`src/rtl/alu_seq_pkg.sv`:
```
// rtl/alu_seq_pkg.sv - shared op/state encodings, flag positions and ALU helpers for alu_seq
package alu_seq_pkg;

    typedef enum logic [2:0] {
        OP_ADD = 3'b000,
        OP_SUB = 3'b001,
        OP_AND = 3'b010,
        OP_OR  = 3'b011,
        OP_XOR = 3'b100,
        OP_SHL = 3'b101,
        OP_SHR = 3'b110,
        OP_MUL = 3'b111
    } op_e;

    typedef enum logic [1:0] {
        S_IDLE = 2'b00,
        S_EXEC = 2'b01,
        S_MUL  = 2'b10,
        S_DONE = 2'b11
    } state_e;

    localparam int FLAG_Z = 3;
    localparam int FLAG_C = 2;
    localparam int FLAG_N = 1;
    localparam int FLAG_V = 0;

    typedef struct packed {
        logic [7:0] r;
        logic       c;
        logic       v;
    } alu_res_t;

    function automatic logic [3:0] make_flags(input logic [7:0] r, input logic c, input logic v);
        logic [3:0] f;
        f         = 4'h0;
        f[FLAG_Z] = (r == 8'h00);
        f[FLAG_C] = c;
        f[FLAG_N] = r[7];
        f[FLAG_V] = v;
        return f;
    endfunction

    // Single-cycle ops only; MUL is produced by the shift-add sub-module.
    function automatic alu_res_t alu_compute(input op_e op, input logic [7:0] a, input logic [7:0] b);
        alu_res_t   res;
        logic [8:0] wide;
        res  = '0;
        wide = 9'h000;
        case (op)
            OP_ADD: begin
                wide  = {1'b0, a} + {1'b0, b};
                res.r = wide[7:0];
                res.c = wide[8];
                res.v = (a[7] == b[7]) && (wide[7] != a[7]);
            end
            OP_SUB: begin
                wide  = {1'b0, a} - {1'b0, b};
                res.r = wide[7:0];
                res.c = wide[8];
                res.v = (a[7] != b[7]) && (wide[7] != a[7]);
            end
            OP_AND: res.r = a & b;
            OP_OR:  res.r = a | b;
            OP_XOR: res.r = a ^ b;
            OP_SHL: begin
                res.r = {a[6:0], 1'b0};
                res.c = a[7];
            end
            OP_SHR: begin
                res.r = {1'b0, a[7:1]};
                res.c = a[0];
            end
            default: res = '0;
        endcase
        return res;
    endfunction

endpackage

```
`src/rtl/alu_mul8.sv`:
```
// rtl/alu_mul8.sv - 8x8 unsigned shift-add multiplier, one partial product per enabled cycle
module alu_mul8 (
    input  logic        clk_i,
    input  logic        rst_i,
    input  logic        start_i,
    input  logic        en_i,
    input  logic [7:0]  a_i,
    input  logic [7:0]  b_i,
    output logic        last_o,
    output logic [15:0] prod_next_o
);

    logic [15:0] mcand_q, mcand_d;
    logic [7:0]  mplier_q, mplier_d;
    logic [15:0] prod_q, prod_d;
    logic [2:0]  cnt_q, cnt_d;

    always_comb begin
        mcand_d  = mcand_q;
        mplier_d = mplier_q;
        prod_d   = prod_q;
        cnt_d    = cnt_q;
        if (start_i) begin
            mcand_d  = {8'h00, a_i};
            mplier_d = b_i;
            prod_d   = 16'h0000;
            cnt_d    = 3'd0;
        end else if (en_i) begin
            prod_d   = prod_q + (mplier_q[0] ? mcand_q : 16'h0000);
            mcand_d  = {mcand_q[14:0], 1'b0};
            mplier_d = {1'b0, mplier_q[7:1]};
            cnt_d    = cnt_q + 3'd1;
        end
    end

    always_ff @(posedge clk_i) begin
        if (rst_i) begin
            mcand_q  <= 16'h0000;
            mplier_q <= 8'h00;
            prod_q   <= 16'h0000;
            cnt_q    <= 3'd0;
        end else begin
            mcand_q  <= mcand_d;
            mplier_q <= mplier_d;
            prod_q   <= prod_d;
            cnt_q    <= cnt_d;
        end
    end

    // The caller captures the final product on the same edge as iteration 7.
    assign last_o      = (cnt_q == 3'd7);
    assign prod_next_o = prod_d;

endmodule

```
`src/rtl/alu_seq.sv`:
```
// rtl/alu_seq.sv - sequential 8-bit ALU with IDLE/EXEC/MUL/DONE control and registered flags
module alu_seq
    import alu_seq_pkg::*;
(
    input  logic       CLK,
    input  logic       RESET,
    input  logic [7:0] Acc_in,
    input  logic [7:0] Bus_in,
    input  logic [2:0] Op,
    input  logic       Start,
    input  logic       OE,
    output logic [7:0] Result_out,
    output logic [3:0] Flags,
    output logic       Busy,
    output logic       Done
);

    state_e     state_q, state_d;
    logic [7:0] a_q, a_d;
    logic [7:0] b_q, b_d;
    op_e        op_q, op_d;
    logic [7:0] result_q, result_d;
    logic [3:0] flags_q, flags_d;

    logic        mul_start;
    logic        mul_en;
    logic        mul_last;
    logic [15:0] mul_prod;
    alu_res_t    exec_res;

    alu_mul8 u_mul (
        .clk_i       (CLK),
        .rst_i       (RESET),
        .start_i     (mul_start),
        .en_i        (mul_en),
        .a_i         (Acc_in),
        .b_i         (Bus_in),
        .last_o      (mul_last),
        .prod_next_o (mul_prod)
    );

    assign exec_res = alu_compute(op_q, a_q, b_q);

    always_comb begin
        state_d   = state_q;
        a_d       = a_q;
        b_d       = b_q;
        op_d      = op_q;
        result_d  = result_q;
        flags_d   = flags_q;
        mul_start = 1'b0;
        mul_en    = 1'b0;
        case (state_q)
            S_IDLE: begin
                if (Start) begin
                    a_d       = Acc_in;
                    b_d       = Bus_in;
                    op_d      = op_e'(Op);
                    mul_start = (op_e'(Op) == OP_MUL);
                    state_d   = (op_e'(Op) == OP_MUL) ? S_MUL : S_EXEC;
                end
            end
            S_EXEC: begin
                result_d = exec_res.r;
                flags_d  = make_flags(exec_res.r, exec_res.c, exec_res.v);
                state_d  = S_DONE;
            end
            S_MUL: begin
                mul_en = 1'b1;
                if (mul_last) begin
                    result_d = mul_prod[7:0];
                    flags_d  = make_flags(mul_prod[7:0], |mul_prod[15:8], 1'b0);
                    state_d  = S_DONE;
                end
            end
            S_DONE:  state_d = S_IDLE;
            default: state_d = S_IDLE;
        endcase
    end

    always_ff @(posedge CLK) begin
        if (RESET) begin
            state_q  <= S_IDLE;
            a_q      <= 8'h00;
            b_q      <= 8'h00;
            op_q     <= OP_ADD;
            result_q <= 8'h00;
            flags_q  <= 4'h0;
        end else begin
            state_q  <= state_d;
            a_q      <= a_d;
            b_q      <= b_d;
            op_q     <= op_d;
            result_q <= result_d;
            flags_q  <= flags_d;
        end
    end

    assign Result_out = OE ? result_q : 8'h00;
    assign Flags      = flags_q;
    assign Busy       = (state_q == S_EXEC) || (state_q == S_MUL);
    assign Done       = (state_q == S_DONE);

endmodule

```
`config.mk`:
```
export PLATFORM = sky130hd
export DESIGN_NAME = alu_seq
export DESIGN_NICKNAME = d
export VERILOG_FILES = /design/src/rtl/alu_seq_pkg.sv /design/src/rtl/alu_mul8.sv /design/src/rtl/alu_seq.sv
export SDC_FILE = /design/constraint.sdc
export NUM_CORES = 1
export LEC_CHECK = 0
export CORE_MARGIN = 3
export CORE_UTILIZATION = 55
export DETAILED_ROUTE_END_ITERATION = 10
export GPL_ROUTABILITY_DRIVEN = 0
export PLACE_DENSITY = 0.75
export SLEW_MARGIN = 20
export SYNTH_ARGS = -nofsm -noshare
export SYNTH_HDL_FRONTEND = slang
export SYNTH_SLANG_ARGS = --single-unit
export TNS_END_PERCENT = 10
```
`constraint.sdc`:
```
create_clock -name CLK -period 4.8 [get_ports CLK]
set_input_delay 1.44 -clock CLK [delete_from_list [all_inputs] [get_ports CLK]]
set_output_delay 1.44 -clock CLK [all_outputs]
set_load 0.05 [all_outputs]
```
### Word-level counts from Yosys, hierarchy flattened

Index checks and enable logic that the tools add are counted.

* add/sub/neg operators: 4
* equality and inequality tests: 17
* bitwise operators: 3
* muxes and demuxes: 22
* reductions and logical operators: 14

Operator list (number)
* $pmux W8 S7: 1
* $mux W16: 3
* $mux W8: 6
* $add A16 B16 Y16: 1
* $logic_not A8 Y1: 2
* $pmux W8 S2: 1
* $eq A3 B3 Y1 const B: 5
* $add A8 B8 Y9: 1
* $sub A8 B8 Y9: 1
* $and A8 B8 Y8: 1
* $or A8 B8 Y8: 1
* $pmux W2 S4: 1
* $pmux W4 S2: 1
* $reduce_or A8 Y1: 1
* $xor A8 B8 Y8: 1
* $eq A3 B2 Y1 const B: 2
* $mux W2: 3
* $reduce_and A2 Y1: 3
* $eq A2 B2 Y1 const B: 2
* $mux W4: 1
* $ne A2 B2 Y1 const B: 2
* $pmux W1 S4: 1
* $reduce_bool A2 Y1: 2
* $add A3 B1 Y3 const B: 1
* other kinds (11): 16

* register bits after elaboration: 76
* output and inout port bits: 14
* word-level logic and storage cells: 71
* input port bits: 23

### Logic depth before layout (Yosys ltp)

Gate-level depths: netlist (run 1).

* depth in word-level cells: 7
* mapped depth: 11
* mapped depth without buffers: 10

### Cells and area by module

Synthesis (run 1) repeated with hierarchy kept, for this count alone.

* cell total of the unflattened synthesis: 702
* area total of the unflattened synthesis: 5429.0 um^2

By module, submodules not included
* alu_mul8: seq. area each 860.8 um^2, area each 2722.6 um^2, cells an instance 337, instances 1
* alu_seq: seq. area each 640.6 um^2, area each 2706.3 um^2, cells an instance 365, instances 1

### Worst setup path before layout (run 1)

No wires, ideal clock.

* path kind: input to output
* from: input port OE
* to: output port Result_out[0]
* path buffers: 0
* stages: 1
* required time: 3360 ps
* setup slack: 1508 ps
* data arrival time: 1852 ps
* cell sequence: and2_1

* longest elaborated chain between the ends: 1

RTL lines
* start: declaration: RTL line alu_seq.sv:11 `input logic OE,`
* $mux W8: RTL line alu_seq.sv:99 `assign Result_out = OE ? result_q : 8'h00;`
* end: declaration: RTL line alu_seq.sv:12 `output logic [7:0] Result_out,`

Every way passes these cells.

### Worst setup path in the final report (run 1)

* from: input port OE
* to: output port Result_out[7]

Same word-level chain as after synthesis.

==> impl_metrics.toml, run 1 <==
[run_status]
status = "completed"

[pwr]
leakagePower_nw = 2.249
power_density_nw_per_um2 = 455.4
clkPwrFrac_pct = 18.7
ir_drop_uv = 285.0
p_int_w = 0.001494
p_seq_share_pct = 30.4
swShare_pct = 45.29
fin_total_pwr_w = 0.002731
power_frac_comb_pct = 51.0
p_sw_w = 0.001237

[critical_path]
end_kind = "output pin"
worstPathRequired_ps = 3360
critical_path_class = "in2out"
startpoint_type = "input port"
critPathArrivalTime_ps = 2960
worstPathMaxFanout = 8

[placement]
io_buffers = 36
hpwl_um = 9949
dpl-instance-area_um2 = 5797
dpl_worst_slack_ps = 397.8

[finish]
area_delta_synth_final_pct = 10.31
layout-drive-gt1-share_pct = 5.508
design_area_um2 = 5996
nets = 773
num_antenna_cells = 0

[timing]
fin_crit_ps = 4399
setup-tns-final_ps = 0
fmax_ghz = 0.2273
hold-worst-slack_ps = 455.4
fin_skew_ps = 15.12
setup_violations = 0
rsz0062_at_grt = "no"
period_share_pct = 91.65
slew_headroom_pct = 39.13
fin_ws_ps = 400.9
tightestPinTransition_ps = 907.4
hold_viol_final = 0
drv_slew = 0

[cts]
postCtsHoldBufs = 0
path_clk_slew_ps = 80
ctsResizeCount = 0
clkLatencyLatePin_ps = 360
cts.sinks = 75
cts_setup_buffers = 0
clock-root-buffer = "clkbuf_8"
cts.htree.levels = 3
cts-buffers-inserted = 9
cts_buffer_depth = 2
cts_tree = "yes"

[synthesis]
synth_top_area_share_pct = 27.62
ys_types = 71
syn_area_per_cell_um2 = 7.787
synthTopCellsByCount = "nand2_1, dfxtp_1, nor2_1"
synth_most_common_cell = "nand2_1"
synth_area_um2 = 5435
async_reset_ff_share_pct = 0
synth_edf_count = 0
synth_warnings = 0
syn_nets = 768
ys_seq_elements = 75
ys_seq_area_share_pct = 27.62
synth_top_cell_by_area = "dfxtp_1"
syn_inst = 698
synth-main-ff-cell = "dfxtp_1"
synthTopCellsByArea = "dfxtp_1, ha_1, mux2i_1"

[floorplanning]
coreArea_um2 = 9415
ios = 37
dieWidth_um = 105.4
dieHeight_um = 105.4
rows = 35
die-area_um2 = 11110
initial_utilization_pct = 57.73

[global_routing]
grt_pass1_wl_um = 22760
grt_max_degree = 62
antenna_found_initial = 0
first_global_vias = 4736
grt_overflow = 0
grt_usage_pct = 24.62

[detailed_routing]
drt-total-wl_um = 13880
viasPerCell = 6.135
wl_per_cell_um = 16.58
drc = 0
vias = 5135
ant_nets = 0
dr.pass1.iters = 7
drt_iter0_drc = 452

[flow_run]
drv_cap = 0

[hold_path]
hold_class = "reg2reg"
-- layout make-up --
| type | instances | area, µm² |
|---|---|---|
| multi-input cells | 547 | 3621 |
| fillers | 835 | 3420 |
| flip-flops and latches | 75 | 1501 |
| repair buffers | 44 | 415.4 |
| well taps | 129 | 161.4 |
| clock buffers | 10 | 127.6 |
| inverters | 26 | 97.59 |
| clock inverters | 6 | 71.32 |
-- through the flow --
step	util, %	instances
floorplan	-	698
finish	63.68	837
global route	63.68	837
CTS	63.68	837
global placement	61.57	821
detailed placement	61.57	821
-- critical path: stages --
cell and delay, ps:
clkdlybuf4s50_1 560, and2_1 160, clkdlybuf4s50_1 800
-- cells by family (layout without fill, tap and decap cells) --
kind of cell | after synthesis | after routing | share of synthesized area, %
buffers and inverters | 76 | 86 | 5.801
xor gates and xnor gates | 7 | 7 | 1.128
muxes | 40 | 40 | 7.781
adders and majority gates | 47 | 47 | 11.23
AOI/OAI and AO/OA | 189 | 189 | 23.37
DFF | 75 | 75 | 27.62
and+or+nand+nor | 264 | 264 | 23.07
-- cell usage in the layout (no fill, tap or decap), types with 6 or more instances in the layout --
cell              n
nor3_1           17
a211oi_1         27
nand2_1          84
o211ai_1         10
clkbuf_8          9
ha_1             43
and2_1           27
nor2b_1           9
inv_1            25
clkdlybuf4s50_1  35
dfxtp_1          75
nor2_1           69
mux2i_1          34
xnor2_1           7
a21oi_1          57
a31oi_1           7
o21ai_0          25
nand2b_1          7
nand3_1          17
buf_4             8
a2111oi_0         6
-- sequential cells by signal, indices dropped and copies added (netlist names) --
| signal | cells |
|---|---|
| u_mul.mcand_q | 16 |
| u_mul.prod_q | 16 |
| a_q | 8 |
| b_q | 8 |
| u_mul.mplier_q | 8 |
| result_q | 7 |
| Flags | 4 |
| op_q | 3 |
| u_mul.cnt_q | 3 |
| state_q | 2 |
-- metal layers --
metal | vias up | track usage [%] | wire length, µm
li1 | 2528 | - | -
met1 | 2399 | 34.80 | 6491
met2 | 191 | 39.16 | 6312
met3 | 17 | 4.164 | 948
met4 | 0 | 5.717 | 123
met5 | - | 0 | 0
-- power by group through the flow --
stage | sequential, W | clock, W | combinational, W
global route | 0.000842 | 0.000539 | 0.00153
detailed placement | 0.000841 | 0 | 0.00137
finish | 0.000829 | 0.000509 | 0.00139
floorplan | 0.000812 | 0 | 0.00107
global placement | 0.000836 | 0 | 0.00133
CTS | 0.000827 | 0.000513 | 0.00138
-- final timing paths --
check,slack (ps),start,endpoint,cells past startpoint
setup / recovery,400,OE,Result_out[7],3
hold reg to reg,460,result_q[6],result_q[6],2
hold / removal,460,result_q[6],result_q[6],2
setup reg to reg,1530,a_q[0],Flags[3],9
Note: power is estimated with default switching activity, not from simulation.
==> inputs of run 2 (changes only) <==
--- a/config.mk
+++ b/config.mk
@@ -5,6 +5,7 @@
 export SDC_FILE = /design/constraint.sdc
 export NUM_CORES = 1
 export LEC_CHECK = 0
+export ABC_CLOCK_PERIOD_IN_PS = 4800
 export CORE_MARGIN = 3
 export CORE_UTILIZATION = 55
 export DETAILED_ROUTE_END_ITERATION = 10
==> constraint.sdc (replaced) <==
create_clock -name CLK -period 4.8 [get_ports CLK]
set_input_delay 0.48 -clock CLK [delete_from_list [all_inputs] [get_ports CLK]]
set_output_delay 0.48 -clock CLK [all_outputs]
set_load 0.05 [all_outputs]
==> impl_metrics.toml, run 2 (synthesis results as in run 1) <==
[cts]
clock-root-buffer = "clkbuf_8"
cts_setup_buffers = 0
clkLatencyLatePin_ps = 350
cts.sinks = 75
cts.htree.levels = 3
ctsResizeCount = 0
path_clk_slew_ps = 70
cts_tree = "yes"
postCtsHoldBufs = 0
cts_buffer_depth = 2
cts-buffers-inserted = 9

[timing]
tightestPinTransition_ps = 919.5
period_share_pct = 68.67
fmax_ghz = 0.3034
setup_violations = 0
hold_viol_final = 0
fin_ws_ps = 1504
hold-worst-slack_ps = 452.8
rsz0062_at_grt = "no"
fin_skew_ps = 11.38
fin_crit_ps = 3296
setup-tns-final_ps = 0
drv_slew = 0
slew_headroom_pct = 38.32

[critical_path]
critPathLaunch = "a_q[0]"
cp_top_family = "compound AO/OA/AOI/OAI gates"
critPathArrivalTime_ps = 3550
worst_r2r_path_depth = 9
crit_cells = 9
cp_slowest_cell = "a221oi_1"
r2r_slack_ps = 1500
crit_chain = "inv_1, ha_1, fa_1, or2_2, a221oi_1, mux2_2, o31ai_1, o2111ai_1, o32ai_1"
endpoint = "Flags[3]"
worstPathRequired_ps = 5060
critical_path_class = "reg2reg"
worstPathMaxFanout = 5
end_kind = "register"
worst-path-buf-inv = 1
r2r-start = "a_q[0]"
startpoint_type = "register"
cp_slowest_stage_delay_ps = 520
rr_endpoint = "Flags[3]"

[detailed_routing]
ant_nets = 0
wl_per_cell_um = 16.19
drt_iter0_drc = 422
dr.pass1.iters = 5
drt-total-wl_um = 13520
vias = 5070
drc = 0
viasPerCell = 6.072

[placement]
dpl_worst_slack_ps = 1492
io_buffers = 36
hpwl_um = 9879

[global_routing]
grt_max_degree = 62
grt_usage_pct = 24.77
antenna_found_initial = 0
grt_pass1_wl_um = 22920
grt_overflow = 0
first_global_vias = 4668

[pwr]
leakagePower_nw = 2.230
ir_drop_uv = 192.5
clkPwrFrac_pct = 16.8
p_sw_w = 0.001198
fin_total_pwr_w = 0.002647
p_seq_share_pct = 31.2
power_frac_comb_pct = 52.0
power_density_nw_per_um2 = 444.2
swShare_pct = 45.24
p_int_w = 0.001450

[floorplanning]
dieWidth_um = 105.4
coreArea_um2 = 9415
dieHeight_um = 105.4
rows = 35
initial_utilization_pct = 57.73
die-area_um2 = 11110
ios = 37

[finish]
layout.cells.most_common_list = "nand2_1, dfxtp_1, nor2_1, a21oi_1, ha_1"
area_delta_synth_final_pct = 9.646
layout_commonest_cell = "nand2_1"
num_antenna_cells = 0
layout-drive-gt1-share_pct = 5.099
reg.largest.list = "u_mul.mcand_q x16, u_mul.prod_q x16"
nets = 771
fill_cells = 853

[hold_path]
holdPathStages = 2
hold_class = "reg2reg"

[flow_run]
drv_cap = 0

[run_status]
status = "completed"
-- run 2: cell types whose count changed in the layout (fill, tap and decap cells not counted) --
| cell | previous run | this run |
|---|---|---|
| bufinv_16 | 1 | 0 |
| clkinv_4 | 1 | 0 |
| buf_4 | 8 | 6 |
| clkbuf_1 | 1 | 2 |
| clkbuf_8 | 9 | 10 |
-- run 2: through the flow --
step | util [%] | area [µm²] | cells
after floorplan | - | 5435 | 698
after global placement | 61.41 | 5782 | 819
after detailed placement | 61.41 | 5782 | 819
after CTS | 63.30 | 5959 | 835
after global routing | 63.30 | 5959 | 835
final | 63.30 | 5959 | 835
-- run 2: worst min-delay path by stage --
stage | start | endpoint | slack (ps)
after global routing | result_q[6] | result_q[6] | 510
final | result_q[6] | result_q[6] | 450
after global placement | result_q[6] | result_q[6] | 440
after detailed placement | result_q[6] | result_q[6] | 450
after CTS | result_q[6] | result_q[6] | 460
after floorplan | result_q[6] | result_q[6] | 430
-- run 2: layer usage --
layer	track usage, %	vias to the layer above	wire length, µm	part of all wire [%]
met3	3.184	24	761	5.6
met2	39.30	176	6064	45
met1	35.48	2343	6520	48
met4	6.373	0	172	1.3
met5	0	-	0	0
li1	-	2527	-	-
-- run 2: power groups by stage --
stage | Clock [W] | Combinational (W) | Sequential (W)
final | 0.000445 | 0.00138 | 0.000826
after global routing | 0.000482 | 0.00152 | 0.000842
after CTS | 0.000453 | 0.00136 | 0.000825
after detailed placement | 0 | 0.00135 | 0.000838
after global placement | 0 | 0.00133 | 0.000833
after floorplan | 0 | 0.00107 | 0.000812
-- run 2: final cells by class --
| cell class | instances | area [µm²] | share of cell area, % |
|---|---|---|---|
| inverter | 26 | 97.59 | 1.638 |
| timing repair buffer | 42 | 400.4 | 6.718 |
| clock inverter | 4 | 32.53 | 0.5459 |
| clock buffer | 12 | 145.1 | 2.435 |
| tap | 129 | 161.4 | 2.708 |
| sequential | 75 | 1501 | 25.19 |
| multi-input combinational | 547 | 3621 | 60.76 |
-- run 2: worst register-to-register path: cells and delay by family (launching register included) --
kind                     cells  cell delay, ps
AO/OA/AOI/OAI                4            1330
adder cells (fa/ha/maj)      2             650
flip-flops                   1             420
multiplexers                 1             400
AND/OR/NAND/NOR              1             310
buffers and inverters        1             100
